## src/rtl/ticket_pkg.sv

```systemverilog
// Constants shared across the ticket machine: ON/OFF levels, bill acceptor
// default thresholds and the acceptor's one-hot state encodings.
package ticket_pkg;

    localparam logic On  = 1'b1;
    localparam logic Off = 1'b0;

    localparam int unsigned DefDebounce  = 4;
    localparam int unsigned DefLenW      = 8;
    localparam int unsigned DefTenMin    = 20;
    localparam int unsigned DefTenMax    = 40;
    localparam int unsigned DefTwentyMin = 60;
    localparam int unsigned DefTwentyMax = 80;
    localparam int unsigned DefJamLen    = 200;

    localparam logic [3:0] StDrain   = 4'b0001;
    localparam logic [3:0] StIdle    = 4'b0010;
    localparam logic [3:0] StMeasure = 4'b0100;
    localparam logic [3:0] StJam     = 4'b1000;

    function automatic logic in_window(int unsigned v, int unsigned lo, int unsigned hi);
        return (v >= lo) && (v <= hi);
    endfunction

endpackage

```

## src/rtl/bill_debounce.sv

```systemverilog
// Two-flop synchronizer followed by a mismatch-count debouncer for the
// optical bill sensor. Everything resets high so a bill present at reset is drained.
module bill_debounce
    import ticket_pkg::*;
#(
    parameter int unsigned DEBOUNCE = DefDebounce
) (
    input  logic clk_i,
    input  logic clear_i,
    input  logic sense_i,
    output logic deb_o
);

    localparam int unsigned CntW = (DEBOUNCE > 1) ? $clog2(DEBOUNCE) : 1;
    localparam logic [CntW-1:0] CntLast = CntW'(DEBOUNCE - 1);

    logic            sync1_q, sync1_d;
    logic            s_q, s_d;
    logic            deb_q, deb_d;
    logic [CntW-1:0] cnt_q, cnt_d;

    always_comb begin
        sync1_d = sense_i;
        s_d     = sync1_q;
        deb_d   = deb_q;
        cnt_d   = '0;
        // Any agreeing cycle falls through with the counter cleared.
        if (s_q != deb_q) begin
            if (cnt_q == CntLast) begin
                deb_d = s_q;
            end else begin
                cnt_d = cnt_q + CntW'(1);
            end
        end
    end

    always_ff @(posedge clk_i) begin
        if (clear_i) begin
            sync1_q <= On;
            s_q     <= On;
            deb_q   <= On;
            cnt_q   <= '0;
        end else begin
            sync1_q <= sync1_d;
            s_q     <= s_d;
            deb_q   <= deb_d;
            cnt_q   <= cnt_d;
        end
    end

    assign deb_o = deb_q;

endmodule

```

## src/rtl/bill_acceptor.sv

```systemverilog
// Bill acceptor: measures how long each bill occludes the debounced sensor and
// emits a one-cycle Ten, Twenty or Reject pulse for the vending FSM.
module bill_acceptor
    import ticket_pkg::*;
#(
    parameter int unsigned DEBOUNCE   = DefDebounce,
    parameter int unsigned LEN_W      = DefLenW,
    parameter int unsigned TEN_MIN    = DefTenMin,
    parameter int unsigned TEN_MAX    = DefTenMax,
    parameter int unsigned TWENTY_MIN = DefTwentyMin,
    parameter int unsigned TWENTY_MAX = DefTwentyMax,
    parameter int unsigned JAM_LEN    = DefJamLen
) (
    input  logic Clock,
    input  logic Clear,
    input  logic Sense,
    input  logic Ready,
    input  logic Bill,
    output logic Ten,
    output logic Twenty,
    output logic Reject,
    output logic Jam,
    output logic Busy
);

    localparam logic [LEN_W-1:0] JamLast = LEN_W'(JAM_LEN - 1);
    localparam logic [LEN_W-1:0] JamFull = LEN_W'(JAM_LEN);

    logic             deb;
    logic [3:0]       state_q, state_d;
    logic [LEN_W-1:0] len_q, len_d;
    logic             ten_q, ten_d;
    logic             twenty_q, twenty_d;
    logic             reject_q, reject_d;
    logic             acc;

    bill_debounce #(
        .DEBOUNCE (DEBOUNCE)
    ) u_debounce (
        .clk_i   (Clock),
        .clear_i (Clear),
        .sense_i (Sense),
        .deb_o   (deb)
    );

    assign acc = Ready | Bill;

    always_comb begin
        state_d  = state_q;
        len_d    = len_q;
        ten_d    = Off;
        twenty_d = Off;
        reject_d = Off;
        unique case (state_q)
            StDrain: begin
                if (!deb) state_d = StIdle;
            end
            StIdle: begin
                if (deb) begin
                    state_d = StMeasure;
                    len_d   = LEN_W'(1);
                end
            end
            StMeasure: begin
                if (!deb) begin
                    state_d = StIdle;
                    if (acc && in_window(32'(len_q), TEN_MIN, TEN_MAX)) begin
                        ten_d = On;
                    end else if (acc && in_window(32'(len_q), TWENTY_MIN, TWENTY_MAX)) begin
                        twenty_d = On;
                    end else begin
                        reject_d = On;
                    end
                end else if (len_q == JamLast) begin
                    // Entering JAM here is what keeps len from ever wrapping.
                    state_d = StJam;
                    len_d   = JamFull;
                end else begin
                    len_d = len_q + LEN_W'(1);
                end
            end
            StJam: begin
                if (!deb) begin
                    state_d  = StIdle;
                    reject_d = On;
                end
            end
            default: state_d = StDrain;
        endcase
    end

    always_ff @(posedge Clock) begin
        if (Clear) begin
            state_q  <= StDrain;
            len_q    <= '0;
            ten_q    <= Off;
            twenty_q <= Off;
            reject_q <= Off;
        end else begin
            state_q  <= state_d;
            len_q    <= len_d;
            ten_q    <= ten_d;
            twenty_q <= twenty_d;
            reject_q <= reject_d;
        end
    end

    assign Ten    = ten_q;
    assign Twenty = twenty_q;
    assign Reject = reject_q;
    assign Jam    = (state_q == StJam);
    assign Busy   = (state_q != StIdle);

endmodule

```

## config.mk

```make
export PLATFORM = sky130hd
export DESIGN_NAME = bill_acceptor
export DESIGN_NICKNAME = d
export VERILOG_FILES = /design/src/rtl/ticket_pkg.sv /design/src/rtl/bill_debounce.sv /design/src/rtl/bill_acceptor.sv
export SDC_FILE = /design/constraint.sdc
export NUM_CORES = 1
export LEC_CHECK = 0
export ABC_AREA = 1
export CAP_MARGIN = 20
export CORE_MARGIN = 1.5
export CORE_UTILIZATION = 50
export DETAILED_ROUTE_END_ITERATION = 10
export PLACE_DENSITY = 0.74
export SKIP_CTS_REPAIR_TIMING = 1
export SYNTH_ARGS = -nofsm -noshare
export SYNTH_HDL_FRONTEND = slang
export SYNTH_SLANG_ARGS = --single-unit
```

## constraint.sdc

```tcl
create_clock -name Clock -period 1.11 [get_ports Clock]
set_input_delay 0.222 -clock Clock [delete_from_list [all_inputs] [get_ports Clock]]
set_output_delay 0.222 -clock Clock [all_outputs]
set_load 0.005 [all_outputs]
```

# Word level (Yosys, flattened, before mapping)
# Index checks and enable logic that the tools add are counted.
# totals
reg_bits	20
out_inout_bits	5
word_cells	58
# op_classes
n_addsub	2
order_cmp	4
n_eq_ne	12
n_mux	16
bitwise	3
reduce_logical	12
# ops
op	n
8-bit 2-to-1 mux	3
4-bit 2-to-1 mux	4
8-bit case mux with 2 select lines	1
4-bit case mux with 3 select lines	1
8-bit by 1-bit adder with 8-bit output (second input constant)	1
8-bit == test (second input constant)	1
8-bit by 5-bit greater-or-equal comparator with 1-bit output (second input constant)	1
8-bit by 6-bit greater-or-equal comparator with 1-bit output (second input constant)	1
8-bit by 6-bit <= comparator with 1-bit output (second input constant)	1
8-bit by 7-bit <= comparator with 1-bit output (second input constant)	1
1-bit 2-to-1 mux	6
3-bit AND reduction	2
3-bit OR reduction	2
4-bit by 1-bit == test with 1-bit output (second input constant)	1
4-bit by 2-bit == test with 1-bit output (second input constant)	1
4-bit by 3-bit == test with 1-bit output (second input constant)	1
4-bit == test (second input constant)	1
1-bit logical AND	4
2-bit by 1-bit != test with 1-bit output (second input constant)	2
4-bit by 2-bit != test with 1-bit output (second input constant)	1
4-bit OR reduction	1
3-bit != test (second input constant)	1
2-bit by 1-bit adder with 2-bit output (second input constant)	1
2-bit == test (second input constant)	1
8 further kinds	9

# Depth between registers and ports, before layout
# Gate-level depths: netlist of run 1.
# logic_depth
ltp_word	7
ltp_mapped	9

# Modules after synthesis
# Synthesis of run 1 repeated with hierarchy kept, for this count alone.
# unflattened
hier_cells	157
hier_area_um2	1109.8
# modules_own_cells
mod	n_inst	cells_each	area_each_um2	seq_area_each_um2
bill_acceptor	1	138	932.1	300.3
bill_debounce	1	19	177.7	100.1

# Least setup slack after synthesis of run 1
# No wires, ideal clock.
# synth_path
path_type	register to register
startpoint	register len_q[0]
endpoint	register state_q[0]
t_arrival_ns	1.029
required_ns	0.983
slack_ns	-0.046
stages_incl_launch_ff	9
path_buffers	0
period_less_slack_ns	1.156
path_cell_list	dfxtp_1 ha_1 inv_1 nor2_1 nand2_1 nand2_2 nand2_2 nand3_1 o211ai_1
# synth_via
elab_chain_cells	3
# synth_rtl
item	line	rtl
start: declaration	bill_acceptor.sv:31	logic [LEN_W-1:0] len_q, len_d;
start signal: assignment	bill_acceptor.sv:101	len_q <= len_d;
8-bit == test	bill_acceptor.sv:74	end else if (len_q == JamLast) begin
3-bit != test (no source line)	-	
3-bit AND reduction (no source line)	-	
end signal: assignment	bill_acceptor.sv:94	state_q <= StDrain;
end signal: assignment	bill_acceptor.sv:100	state_q <= state_d;
end: declaration	bill_acceptor.sv:30	logic [3:0] state_q, state_d;
# No other way between the ends.
# A chain may end at the register's enable or synchronous reset.

# Final worst setup path of run 1
# layout_path
startpoint	register state_q[2]
endpoint	output Jam
# layout_via
elab_chain_cells	1
# layout_rtl
item	line	rtl
4-bit == test	bill_acceptor.sv:111	assign Jam = (state_q == StJam);
end: declaration	bill_acceptor.sv:22	output logic Jam,
# No other way between the ends.

==> reports/metrics.yaml, run 1 <==
status: "finished with violations"
violations: "setup timing"
synthMuxAreaShare_pct: 0
max_cap_violations: 0
finalSetupViolCount: 17
critPathCaptureType: "output pin"
hp-class: "reg2reg"
max_freq_mhz: 763
antenna_found_initial: 0
mappedNetlistArea_um2: 1090
ant_nets: 0
grt_pass1_wl_mm: 4.29
start_kind: "register"
vdd_drop_max_v: 0.000784
synthSimpleGateAreaFrac_pct: 37.5
start_util_pct: 54.5
setup_slack_ps: -201
clk_latency_ps: 320
synth_cell_types: 28
final_cell_area_um2: 1770
numPortBuffers: 9
cp.arrival_ps: 1090
fp.dieW_um: 49.7
vias: 1218
fin_skew_ps: 10.0
place_area_um2: 1400
ys_seq_area_share_pct: 36.7
post-dp-hpwl_mm: 1.92
place_congestion: 0.867
ys_ff_latch: 20
final.min_clock_period_ps: 1310
leakage_nw: 0.775
synth_top_family_by_area: "simple AND/OR/NAND/NOR gates"
synth_adder_area_share_pct: 3.44
num_rows: 16
clk_pin_slew_worst_paths_ps: 110
rsz0062_at_grt: "yes"
required_ps: 890
worst_slew_pin_slew_ps: 259
num-nets-final: 203
slew-limit-headroom_pct: 82.7
drc_errors: 0
cts-root-buf: "clkbuf_4"
cts.sinks: 20
final_core_util_pct: 88.6
grt_use_total_pct: 22.3
hold_viol: 0
final_cell_mix: "nand2_1, buf_4, nor2_1"
postSynthAreaPerCell_um2: 7.04
diodes: 0
cp_max_fo: 3
ys_warn_count: 0
synthToLayoutAreaGrowth_pct: 62.6
cts_made_buffers: 3
syn_inst: 155
die_h_um: 49.7
wire_per_inst_um: 15.7
synth_compound_area_share_pct: 10.7
placed_cells: 213
grt_pass1_vias: 1062
finalCritPeriodShare_pct: 118
grt_max_degree: 12
wl_mm: 3.48
fp.coreArea_um2: 2000
report.final.slew_viol_count: 0
final_common_cell: "nand2_1"
path_class: "reg2out"
cts_max_level: 1
drive_above_1_share_pct: 52.6
cts_tree: "done"
clockBufferDepth: 2
grt.overflow.total: 0
io_pins: 10
drt_iter0_drc: 53
syn_nets: 163
synth_xor_area_share_pct: 2.41
die-area_um2: 2470
vias_per_cell: 5.51
drt-pass1-iter-count: 4
powerDensity_nw_per_um2: 708
stdcell_count: 221
==> cells in the mapped netlist, drive strengths merged <==
cell     n  area, um2
nand4    2       12.5
buf      3       26.3
or2      2       12.5
inv     17       66.3
clkinv   1       5.00
o211ai   1       7.51
clkbuf   1       3.75
nor4     1       6.26
o21ai    7       35.0
o31ai    1       7.51
ha       3       37.5
xor2     3       26.3
nand3   15       80.1
a21oi   11       58.8
nand2   37        166
dfxtp   20        400
nor2    29        131
a22oi    1       7.51
==> routing by layer <==
layer  vias up  wire (um)  global-route usage, %  part of all wire (%)
li1        573          -                      -                     -
met1       581       1370                   26.1                    39
met2        52       1800                   41.6                    52
met3        12        212                   3.64                   6.1
met4         0         97                   6.02                   2.8
met5         -          0                      0                     0
==> worst max-delay path, stage by stage, from the launching register on <==
cell,delay (ps)
dfxtp_4,390
inv_4,70
nand3_1,100
inv_1,90
dlymetal6s2s_1,130
==> final timing paths <==
kind | startpoint | end | slack, ps | depth (start not counted)
worst max-delay path | state_q[2] | Jam | -200 | 4
worst min register to register | u_debounce.s_d | u_debounce.s_q | 430 | 1
worst max register to register | state_q[3] | len_q[7] | -200 | 6
worst min-delay path | u_debounce.s_d | u_debounce.s_q | 430 | 1
==> sequential cells by signal, summed over array words and instances, names as in the netlist <==
signal and count:
len_q 8, state_q 4, u_debounce.cnt_q 2, Reject 1, Ten 1, Twenty 1, u_debounce.deb_o 1, u_debounce.s_d 1
u_debounce.s_q 1
==> cell type report <==
| cell class | instances | area (um2) |
|---|---|---|
| fillers | 89 | 228 |
| flip-flops and latches | 20 | 425 |
| well taps | 27 | 33.8 |
| repair buffers | 39 | 354 |
| clock buffers | 4 | 36.3 |
| multi-input cells | 113 | 835 |
| inverters | 18 | 90.1 |
==> cell families (layout without fill, tap and decap cells) <==
| kind of cell | count (synthesis) | in the layout |
|---|---|---|
| xor gates and xnor gates | 3 | 3 |
| DFF | 20 | 20 |
| and+or+nand+nor | 86 | 86 |
| adders and majority gates | 3 | 3 |
| AOI/OAI and AO/OA | 21 | 21 |
| buffers and inverters | 22 | 61 |
==> power breakdown <==
part / switching (mW) / internal, mW
Combinational: 0.0508 / 0.0388
Clock: 0.247 / 0.201
Sequential: 0.00601 / 0.713
Total: 0.304 / 0.953
==> stage by stage <==
stage                     total power [mW]  setup TNS, ps  worst slack [ps]  hold WS, ps
after CTS                             1.24          -3580              -565          425
final                                 1.26          -2400              -201          429
after global placement               0.817          -1820              -190          393
after floorplan                      0.784              0              6.13          326
after detailed placement             0.819          -2510              -220          398
after global routing                  1.30          -3480              -287          433
Note: power is estimated with default switching activity, not from simulation.
==> run 2: changes to the inputs <==
Settings changed: SLEW_MARGIN set to 20, SYNTH_HIERARCHICAL set to 1.
==> run 2 against run 1 <==
- first-iteration DRC count down 7.5%
- register-to-register slack worse by 30 ps
- worst hold slack better by 5.3 ps
- critical endpoint unchanged
- wire length down 9.8%
- flip-flop and latch count unchanged
- maximum frequency down 4.3%
- final cell count up 2.3%
- area after synthesis up 1.7%
- sequential share of layout area up 1.6 points
- critical path depth unchanged
- power up 71%
- the run still ends with setup timing left
- die area up 1.6%
==> reports/metrics.yaml, run 2 <==
slowest_stage: "dfxtp_4"
setup_slack_ps: -260
ys_seq_area_share_pct: 36.1
worst-path-buf-inv: 2
stdcell_count: 226
cts.sinks: 20
hold_viol: 0
required_ps: 890
fin_skew_ps: 4.23
max_cap_violations: 0
post-place-ws_ps: -229
max_stage_delay_ps: 380
yosysMostFrequentCell: "nand2_1"
fp.dieW_um: 50.1
post-dp-hpwl_mm: 2.01
die-area_um2: 2510
ant_nets: 0
wire_per_inst_um: 13.9
grt_max_degree: 12
syn_inst: 157
num-nets-final: 208
vias_per_cell: 5.43
finalSetupViolCount: 17
die_h_um: 50.1
io_pins: 10
diodes: 0
ys_warn_count: 6
grt_use_total_pct: 23.2
crit_start: "state_q[0]"
critPathCaptureType: "output pin"
cts_max_level: 1
placed_cells: 221
synth_commonest_cells: "nand2_1, dfxtp_1, inv_1"
path_cells: "nor2_4 -> nand3_1 -> inv_2 -> dlymetal6s2s_1"
hp-start: "u_debounce/s_d"
finalCritPeriodShare_pct: 123
max_freq_mhz: 730
drc_errors: 0
leakage_nw: 0.775
reg_top3: "len_q x8, state_q x4, u_debounce/cnt_q x2"
drive_above_1_share_pct: 41.2
drt_iter0_drc: 49
vias: 1228
clk_pin_slew_worst_paths_ps: 110
synth_ff_type: "dfxtp_1"
final_cell_area_um2: 1630
synthToLayoutAreaGrowth_pct: 47.2
cp.arrival_ps: 1150
slew-limit-headroom_pct: 84.1
clockBufferDepth: 2
async_reset_ff_share_pct: 0
cts_made_buffers: 3
cts_tree: "done"
place_congestion: 0.900
largest_reg_flops: 8
cp_max_fo: 3
antenna_found_initial: 0
cts-root-buf: "clkbuf_4"
worst_slew_pin_slew_ps: 238
num_rows: 16
reg2reg_from: "state_q[0]"
mappedNetlistArea_um2: 1110
grt_pass1_vias: 1110
wl_mm: 3.14
report.final.slew_viol_count: 0
vdd_drop_max_v: 0.00131
path_class: "reg2out"
synth-edff-count: 0
synth_area_leaders: "dfxtp_1, nand2_1, inv_1, nand3_1, nor2_1"
yosysTopAreaCell: "dfxtp_1"
drt-pass1-iter-count: 4
start_kind: "register"
postSynthAreaPerCell_um2: 7.07
regMostFlops: "len_q"
final.min_clock_period_ps: 1370
fp.coreArea_um2: 2020
hp-class: "reg2reg"
cp_top_family: "flip-flops"
synth_cell_types: 27
ys_ff_latch: 20
rsz0062_at_grt: "yes"
final_cell_mix: "nand2_1, buf_4, inv_1, nor2_1, dfxtp_1"
yosys.area.top_type_share_pct: 36.1
place_area_um2: 1460
grt_pass1_wl_mm: 4.44
clk_latency_ps: 320
numPortBuffers: 9
start_util_pct: 54.9
status: "finished with violations"
grt.overflow.total: 0
syn_nets: 165
final_common_cell: "nand2_1"
violations: "setup timing"
powerDensity_nw_per_um2: 1320
==> run 2: path summary, 6_finish.rpt <==
kind	depth (start not counted)	end	slack [ps]
worst max-delay path	4	Jam	-260
worst min-delay path	1	u_debounce/s_q	430
worst max register to register	8	state_q[1]	-230
worst min register to register	1	u_debounce/s_q	430
==> run 2: cell type report <==
| cell class | instances | area (um2) |
|---|---|---|
| inverters | 23 | 88.8 |
| well taps | 27 | 33.8 |
| clock buffers | 4 | 36.3 |
| flip-flops and latches | 20 | 418 |
| repair buffers | 40 | 339 |
| fillers | 144 | 388 |
| multi-input cells | 112 | 718 |
==> run 2: routing by layer <==
layer	vias to the layer above	part of all wire, %	global-route usage (%)	wire, um
met5	-	0	0	0
met4	0	1.7	11.1	53
met3	9	6.6	3.64	207
met2	62	49	38.6	1540
met1	565	43	28.8	1340
li1	592	-	-	-
==> run 2: through the flow <==
| step | TNS [ps] | total power [mW] | utilization, % | hold WS [ps] |
|---|---|---|---|---|
| after floorplan | -61.7 | 1.27 | - | 319 |
| after global placement | -1800 | 1.52 | 72.1 | 398 |
| after detailed placement | -2520 | 1.55 | 72.1 | 412 |
| after CTS | -3820 | 1.99 | 73.9 | 442 |
| after global routing | -3960 | 2.23 | 80.8 | 452 |
| final | -2880 | 2.15 | 80.8 | 434 |
==> run 2: cells by family after synthesis <==
| family | share of synthesized area (%) |
|---|---|
| compound gates | 9.81 |
| xor+xnor | 0.789 |
| fa+ha+maj | 3.38 |
| buf+inv | 8.57 |
| flops | 36.1 |
| simple gates | 41.4 |
==> run 2: where the power goes <==
part / switching, mW / total, mW / internal, mW
sequential: 0.0915 / 0.882 / 0.790
clock: 0.248 / 0.449 / 0.201
combinational: 0.463 / 0.820 / 0.356
total: 0.803 / 2.15 / 1.35
==> run 2: worst reg2reg max path, cell delays in order (launching register included) <==
cell and delay, ps:
dfxtp_4 380, nor2_4 110, buf_4 130, nand3_4 120, nor2_2 210, inv_1 110
nand2_1 70, nor2_1 50, nor2_1 110
==> run 3: changes to the inputs <==
Settings changed: CTS_CLUSTER_DIAMETER set to 60.
==> results of run 3 <==
The final DEF is identical to that of run 2; final timing and power are the same.
